--- src/rtl/reg_pipe_stage.sv ---
// reg_pipe_stage: elastic pipeline-stage register carrying pc/instr/O/D/E.
// A main entry drives the outputs; with SKID=1 a second (skid) entry absorbs
// the payload that was already in flight when the downstream stalled.
//
// Handshake: a payload moves on a rising edge only when its valid and ready
// are both high in that cycle (accept = in_valid & in_ready, pop = out_valid &
// out_ready). valid never depends on ready. Once out_valid is high the output
// payload does not change until it is popped or flushed.
module reg_pipe_stage #(
   parameter int unsigned        PC_W      = 32,
   parameter int unsigned        INSTR_W   = 32,
   parameter int unsigned        DATA_W    = 32,
   parameter int unsigned        EXC_W     = 3,
   parameter logic [INSTR_W-1:0] NOP_INSTR = '0,
   parameter bit                 SKID      = 1'b1
) (
   input  logic               clock,
   input  logic               reset,
   input  logic               in_valid,
   output logic               in_ready,
   input  logic [PC_W-1:0]    pc_in,
   input  logic [INSTR_W-1:0] instr_in,
   input  logic [DATA_W-1:0]  O_in,
   input  logic [DATA_W-1:0]  D_in,
   input  logic [EXC_W-1:0]   E_in,
   input  logic               flush,
   output logic               out_valid,
   input  logic               out_ready,
   output logic [PC_W-1:0]    pc_out,
   output logic [INSTR_W-1:0] instr_out,
   output logic [DATA_W-1:0]  O_out,
   output logic [DATA_W-1:0]  D_out,
   output logic [EXC_W-1:0]   E_out,
   output logic [1:0]         occupancy
);

   typedef struct packed {
      logic [PC_W-1:0]    pc;
      logic [INSTR_W-1:0] instr;
      logic [DATA_W-1:0]  o;
      logic [DATA_W-1:0]  d;
      logic [EXC_W-1:0]   e;
   } payload_t;

   payload_t main_q, main_d;
   payload_t skid_q, skid_d;
   payload_t in_pl;
   logic     main_v_q, main_v_d;
   logic     skid_v_q, skid_v_d;
   // Low during reset and for the release edge so in_ready stays 0 until the
   // stage has seen one clean clock.
   logic     alive_q;
   logic     accept;
   logic     pop;

   assign in_pl = '{pc: pc_in, instr: instr_in, o: O_in, d: D_in, e: E_in};

   // With a skid entry, ready comes purely from registered state; without
   // one, a pop in the same cycle frees the single entry.
   assign in_ready = SKID ? (alive_q & ~skid_v_q)
                          : (alive_q & (~main_v_q | out_ready));

   assign accept = in_valid & in_ready;
   assign pop    = main_v_q & out_ready;

   // Next-state: pop first, then refill main from skid, then place the
   // incoming payload in the first free slot so ordering stays FIFO.
   always_comb begin
      main_d   = main_q;
      skid_d   = skid_q;
      main_v_d = main_v_q;
      skid_v_d = skid_v_q;
      if (flush) begin
         main_v_d = 1'b0;
         skid_v_d = 1'b0;
      end else begin
         if (pop) begin
            main_v_d = 1'b0;
         end
         if (pop && skid_v_q) begin
            main_d   = skid_q;
            main_v_d = 1'b1;
            skid_v_d = 1'b0;
         end
         if (accept) begin
            if (!main_v_d) begin
               main_d   = in_pl;
               main_v_d = 1'b1;
            end else if (SKID) begin
               skid_d   = in_pl;
               skid_v_d = 1'b1;
            end
         end
      end
   end

   // State registers with synchronous active-low reset.
   always_ff @(posedge clock) begin
      if (!reset) begin
         main_q   <= '{pc: '0, instr: NOP_INSTR, o: '0, d: '0, e: '0};
         skid_q   <= '0;
         main_v_q <= 1'b0;
         skid_v_q <= 1'b0;
         alive_q  <= 1'b0;
      end else begin
         main_q   <= main_d;
         skid_q   <= skid_d;
         main_v_q <= main_v_d;
         skid_v_q <= skid_v_d;
         alive_q  <= 1'b1;
      end
   end

   // A bubble shows NOP and no exception; pc/O/D keep the last payload.
   assign out_valid = main_v_q;
   assign pc_out    = main_q.pc;
   assign O_out     = main_q.o;
   assign D_out     = main_q.d;
   assign instr_out = main_v_q ? main_q.instr : NOP_INSTR;
   assign E_out     = main_v_q ? main_q.e : '0;
   assign occupancy = {1'b0, main_v_q} + {1'b0, skid_v_q};

endmodule

--- config.mk ---
export PLATFORM = sky130hd
export DESIGN_NAME = reg_pipe_stage
export DESIGN_NICKNAME = d
export VERILOG_FILES = /design/src/rtl/reg_pipe_stage.sv
export SDC_FILE = /design/constraint.sdc
export NUM_CORES = 1
export LEC_CHECK = 0
export ABC_AREA = 1
export CORE_AREA = 2 2 202 204
export CTS_CLUSTER_DIAMETER = 60
export DETAILED_ROUTE_END_ITERATION = 16
export DIE_AREA = 0 0 204 206
export GPL_TIMING_DRIVEN = 1
export HOLD_SLACK_MARGIN = 0.1
export SLEW_MARGIN = 20
export SYNTH_ARGS = -nofsm -noshare
export SYNTH_HDL_FRONTEND = slang
export SYNTH_SLANG_ARGS = --single-unit
--- constraint.sdc ---
create_clock -name clock -period 3.4 [get_ports clock]
set_input_delay 0.68 -clock clock [delete_from_list [all_inputs] [get_ports clock]]
set_output_delay 0.68 -clock clock [all_outputs]
set_load 0.1 [all_outputs]
==> summary.txt, run 1 <==
Global route
  • Grt ovf: 0
  • First-pass GRT wire length: 78900 µm
  • Initial antenna violation count: 3
  • Largest net degree at the start of global routing: 152
  • Gr usage total: 22.9%
  • Vias in the first global route: 15073

Timing
  • Pins Over Slew Limit: 0
  • Fin Setup TNS: 0 ps
  • Fin crit share: 84.5%
  • Peak Freq: 348 MHz
  • Final WS setup: 527 ps
  • RSZ-0062 raised after global routing: false
  • Actual slew at the worst max-slew pin: 992 ps
  • Final Hold Slack: 464 ps
  • Relative slew slack: 33.9%
  • Layout Skew: 23.5 ps
  • Final Setup Violations: 0
  • Minimum clock period: 2870 ps
  • Final hold violation count: 0

Placement
  • Final Wtd Congestion: 0.779
  • Port Buf Inserts: 270
  • DP Worst Slack: 827 ps
  • Placed insts: 3150
  • Dpl cell area: 17600 µm²
  • Detailed Place HPWL: 26800 µm

Layout
  • Fillcell total: 4228
  • FF+latch area: 5310 µm²
  • Nets: 2791
  • Final cell count without fillers: 3208
  • Final Cell Area: 18700 µm²
  • Share of cells above drive strength 1: 7.40%
  • Area grow syn2layout: 18.4%
  • Post-layout util: 46.5%
  • Area of the multi-input gates: 7140 µm²

Clock network
  • Post-CTS sizing: 0
  • H-tree depth: 2
  • CTS clk-pin slew, worst paths: 60 ps
  • CTS Hold Buffers Added: 0
  • Total CTS buffers: 34
  • # clock sinks: 265
  • Worst-skew pair later-pin latency: 520 ps
  • Clock buffer depth: 3
  • CTS tree: built
  • Clk root buf: clkbuf_16
  • Setup bufs post-CTS: 0

Logic synthesis
  • Avg Inst Size Synth: 6.02 µm²
  • Synthesized cell area: 15800 µm²
  • Flip-flop and latch count after synthesis: 265
  • Synth unique cells: 18
  • Synth top area share: 33.6%
  • Register area share after synthesis: 33.6%
  • Cell taking the most area after synthesis: dfxtp_1
  • Post-Syn Instances: 2623
  • Synth area leaders: dfxtp_1 34%, nand2_1 20%, nand3_1 12%, inv_1 10%, buf_4 5.4%
  • Syn. warnings: 0
  • Net Count, Synth: 2760

Critical path
  • CP cell instances: buf_12 -> ha_1 -> buf_4
  • Worst path max stage delay: 730 ps
  • CP arrival: 2190 ps
  • Worst reg2reg startpoint: out_valid
  • CP Buf/Inv Count: 2
  • Critical Path Start Type: register
  • Crit Reg-Reg Endpoint: D_out[15]
  • Reg2Reg Depth: 6
  • Worst reg-to-reg setup slack: 1030 ps
  • Worst EP required: 2720 ps
  • CP endpoint kind: output pin
  • Critical path class: reg -> out
  • Critical-path maximum fanout: 55
  • Slowest CP cell: dfxtp_4
  • Family with the most delay on the worst path: flip-flops

Floorplanning
  • Die Ht: 206 µm
  • Die Span X: 204 µm
  • Row count: 74
  • Die ar.: 42000 µm²
  • IO Count: 271
  • Starting Density: 39.3%
  • Core area: 40200 µm²

Routing
  • Highest routed layer: met5
  • Drt first pass iters: 5
  • Routed wire length: 48600 µm
  • Initial DRC Count: 1157
  • Met2 WL post-DR: 22000 µm
  • Drt drc: 0
  • Post-route ant nets: 0
  • WL met1: 21900 µm
  • Met3 WL: 3390 µm
  • Routed WL per cell: 15.1 µm
  • Vias per cell: 4.96
  • Via count: 15919

Pwr
  • Pwr Total: 8.21 mW
  • Worst VDD drop: 0.000278 V
  • LEAKAGE: 9.20 nW
  • Pwr/cell area: 440 nW/µm²

Run
  • Max Cap Violations: 0

Worst hold path
  • Min-Delay Path Class: reg -> reg
  • Hold Path Origin: pc_out[23]
  • Hold Crit Depth: 2
  • WHS Endpoint: pc_out[23]

Run status
  • Run status: finished, final reports clean
-- layer usage --
metal | GRT usage, % | vias up
met2 | 38.1 | 532
met4 | 8.26 | 2
li1 | - | 8052
met5 | 0 | -
met1 | 30.2 | 7261
met3 | 3.17 | 72
-- logic make-up (layout without fill, tap and decap cells) --
kind of cell	Yosys count	in the layout	synth area share, %
simple gates	1488	1488	40.7
fa+ha+maj	1	1	0.0793
flops	265	265	33.6
buf+inv	736	787	21.4
compound gates	133	133	4.22
other cells	0	2	0
-- state kept, by name, summed over array words and instances, names as in the netlist --
name,flops
pc_out,32
O_out,32
skid_q,131
D_out,32
main_q,35
alive_q,1
out_valid,1
skid_v_q,1
-- cells in the final DEF (no fill, tap or decap), drive strengths merged --
| master | n |
|---|---|
| buf | 137 |
| clkbuf | 51 |
| dfxtp | 265 |
| nand2 | 829 |
| clkinv | 4 |
| nand3 | 395 |
| inv | 436 |
| a21oi | 133 |
| clkdlybuf4s50 | 159 |
| nor2 | 133 |
| ha | 1 |
| diode | 2 |
| nand4 | 131 |
-- worst min-delay path: cells and delay by family (launching register included) --
family,cells,cell delay (ps)
flops,1,310
simple gates,2,100
-- worst max-delay path by stage --
stage	start	endpoint	slack (ps)	cells past startpoint
final	out_valid	occupancy[0]	530	3
after global routing	out_valid	E_out[1]	500	4
after CTS	out_valid	occupancy[0]	550	3
after detailed placement	flush	O_out[13]	830	6
after global placement	flush	D_out[25]	830	6
after floorplan	out_valid	instr_out[10]	230	5
-- Yosys cell counts --
cell      instances
inv_1           431
buf_2            86
nand3_2           1
nand3_1         394
nor2_4            1
nand2_1         827
clkbuf_1         84
nand2_2           2
a21oi_1         133
inv_2             3
ha_1              1
clkinv_1          1
nand4_1         131
buf_4           114
buf_6            10
nor2_1          132
dfxtp_1         265
buf_1             7
-- where the power goes --
part | switching, mW | internal [mW]
Combinational | 1.05 | 0.429
Sequential | 0.0842 | 3.20
Clock | 1.38 | 2.07
Total | 2.51 | 5.70
-- area by class of cell --
type / count / share of cell area, %
antenna: 2 / 0.0268
sequential: 265 / 28.4
tap: 532 / 3.56
timing repair buffer: 296 / 15.3
multi-input combinational: 1622 / 38.2
clock inverter: 5 / 0.174
inverter: 435 / 8.81
clock buffer: 51 / 5.49
Power figures use the tool's default switching activity.
==> run 2, diff against run 1 <==
clock period = 2.7 ns   (was 3.4 ns; I/O delays follow)
==> run 2 against run 1 <==
Compared with the run above:
- non-clock buffer count increased by 16
- first-iteration DRC count decreased by 7.0%
- combinational power increased by 27%
- wire length increased by 0.39%
- cell area increased by 3.4%
- sequential cell count unchanged
- cell count increased by 0.56%
- clock skew decreased by 13 ps
- critical path type unchanged
- largest cell class unchanged
==> summary.txt, run 2 (synthesized netlist as in run 1, its figures left out) <==
Critical path
  • Worst path depth: 4 (+1)
  • Family with the most delay on the worst path: buffers and inverters
  • Critical Path Start Type: register
  • Worst path max stage delay: 460 ps (-270 ps)
  • Worst EP required: 2160 ps (-560 ps)
  • Critical path class: reg -> out
  • CP arrival: 1810 ps (-380 ps)
  • CP cell instances: buf_4 -> nand2_1 -> inv_1 -> buf_12
  • Reg2Reg Depth: 6 (unchanged)
  • Slowest CP cell: buf_4
  • Critical-path maximum fanout: 42 (-24%)
  • CP Buf/Inv Count: 3 (+1)
  • CP endpoint kind: output pin

Timing
  • Fin Setup TNS: 0 ps (unchanged)
  • Final hold violation count: 0 (unchanged)
  • Layout Skew: 10.8 ps (-12.8 ps)
  • RSZ-0062 raised after global routing: false
  • Pins Over Slew Limit: 0 (unchanged)
  • Relative slew slack: 28.1% (-5.8 points)
  • Fin crit share: 86.9%
  • Minimum clock period: 2350 ps
  • Peak Freq: 426 MHz
  • Actual slew at the worst max-slew pin: 1080 ps (+86.9 ps)
  • Final Setup Violations: 0 (unchanged)

Clock network
  • Total CTS buffers: 36 (+5.9%)
  • Post-CTS sizing: 0 (unchanged)
  • Setup bufs post-CTS: 0 (unchanged)
  • Clk root buf: clkbuf_16
  • H-tree depth: 2 (unchanged)
  • CTS Hold Buffers Added: 0 (unchanged)
  • # clock sinks: 265 (unchanged)
  • CTS tree: built
  • Worst-skew pair later-pin latency: 510 ps (about the same)
  • CTS clk-pin slew, worst paths: 50 ps (about the same)
  • Clock buffer depth: 3 (unchanged)

Floorplanning
  • Die Span X: 204 µm (unchanged)
  • Starting Density: 39.3% (unchanged)
  • Die ar.: 42000 µm² (unchanged)
  • Core area: 40200 µm² (unchanged)
  • Row count: 74 (unchanged)
  • IO Count: 271 (unchanged)
  • Die Ht: 206 µm (unchanged)

Layout
  • Share of cells above drive strength 1: 9.02% (+1.6 points)
  • Area grow syn2layout: 22.3%
  • Commonest non-fill, non-tap cell in the layout: nand2_1
  • Largest Register: skid_q
  • Nets: 2809 (+0.64%)
  • Commonest non-fill, non-tap cells in the layout: 827 x nand2_1, 431 x inv_1, 393 x nand3_1
  • Final Cell Area: 19300 µm² (+3.4%)
  • Largest regs: skid_q: 131 flops, main_q: 35 flops
  • Final cell count without fillers: 3226 (+0.56%)
  • Largest register FFs: 131 (unchanged)

Routing
  • Via count: 15967 (+0.30%)
  • Post-route ant nets: 0 (unchanged)
  • Drt drc: 0 (unchanged)
  • Vias per cell: 4.95 (-0.26%)
  • Met2 WL post-DR: 22900 µm (+4.3%)
  • Routed WL per cell: 15.1 µm (-0.17%)
  • Highest routed layer: met5
  • WL met1: 21500 µm (-2.1%)
  • Met3 WL: 3260 µm (-3.6%)
  • Initial DRC Count: 1076 (-7.0%)
  • Routed wire length: 48800 µm (+0.39%)
  • Drt first pass iters: 5 (unchanged)

Run status
  • Run status: finished, final reports clean

Global route
  • Vias in the first global route: 15094 (+0.14%)
  • Largest net degree at the start of global routing: 104 (-32%)
  • Grt ovf: 0 (unchanged)
  • Initial antenna violation count: 1 (-2)
  • Gr usage total: 22.8% (-0.076 points)
  • First-pass GRT wire length: 78500 µm (-0.46%)

Placement
  • Detailed Place HPWL: 28600 µm (+6.7%)
  • Dpl cell area: 18200 µm² (+3.1%)
  • Final Wtd Congestion: 0.791 (+1.5%)
  • Port Buf Inserts: 270 (unchanged)
  • Placed insts: 3166 (+0.51%)

Pwr
  • LEAKAGE: 9.49 nW (+3.1%)
  • Clock group share of total power: 43.8% (+1.7 points)
  • Reg power frac: 38.7% (-1.3 points)
  • Worst VDD drop: 0.000346 V (+25%)
  • Pwr Total: 10.7 mW (+30%)
  • Part of the power in combinational logic: 17.5% (-0.4 points)
  • Switch share: 30.0% (-0.54 points)
  • Pwr/cell area: 553 nW/µm² (+26%)
  • Internal power: 7.48 mW (+31%)
  • P_sw: 3.21 mW (+28%)

Run
  • Max Cap Violations: 0 (unchanged)

Worst hold path
  • Hold Crit Depth: 2 (unchanged)
  • Min-Delay Path Class: reg -> reg
-- run 2: power by group through the flow --
| stage | clock network (mW) | logic (mW) | registers (mW) |
|---|---|---|---|
| floorplan | 0 | 1.43 | 4.18 |
| global placement | 0 | 1.87 | 4.21 |
| detailed placement | 0 | 1.88 | 4.22 |
| CTS | 4.79 | 1.88 | 4.13 |
| global route | 4.94 | 2.02 | 4.15 |
| finish | 4.68 | 1.87 | 4.13 |
-- run 2: per-layer routing --
metal	GRT usage (%)	up-vias
met5	0	-
met4	7.82	2
met3	3.33	74
met2	38.7	521
met1	29.6	7265
li1	-	8105
-- run 2: worst reg2reg max path, cell delays in order, from the launching register on --
cell and delay (ps):
dfxtp_4 550, buf_4 900, nand4_1 240, nand2_1 110, nand2_1 50, nand3_1 60, nand2_1 50
-- run 2: cell type report --
type	count	area, µm²
fill	4183	20900
multi-input combinational	1622	7130
sequential	265	5310
timing repair buffer	312	3400
inverter	435	1650
clock buffer	48	1010
tap	532	666
clock inverter	11	141
antenna	1	2.50
-- run 2: worst paths after layout --
| path | from | endpoint | slack (ps) |
|---|---|---|---|
| worst min-delay path | main_q[79] | main_q[79] | 470 |
| worst max-delay path | out_valid | instr_out[27] | 350 |
| worst max register to register | skid_v_q | O_out[8] | 630 |
| worst min register to register | main_q[79] | main_q[79] | 470 |
-- run 2: metrics by stage --
step           setup WS [ps]  hold WS, ps  utilization [%]
2_1_floorplan           19.6          444                -
3_3_place_gp             400          454             45.2
3_5_place_dp             387          460             45.2
4_1_cts                  323          470             48.0
5_1_grt                  270          477             48.0
6_report                 354          466             48.1
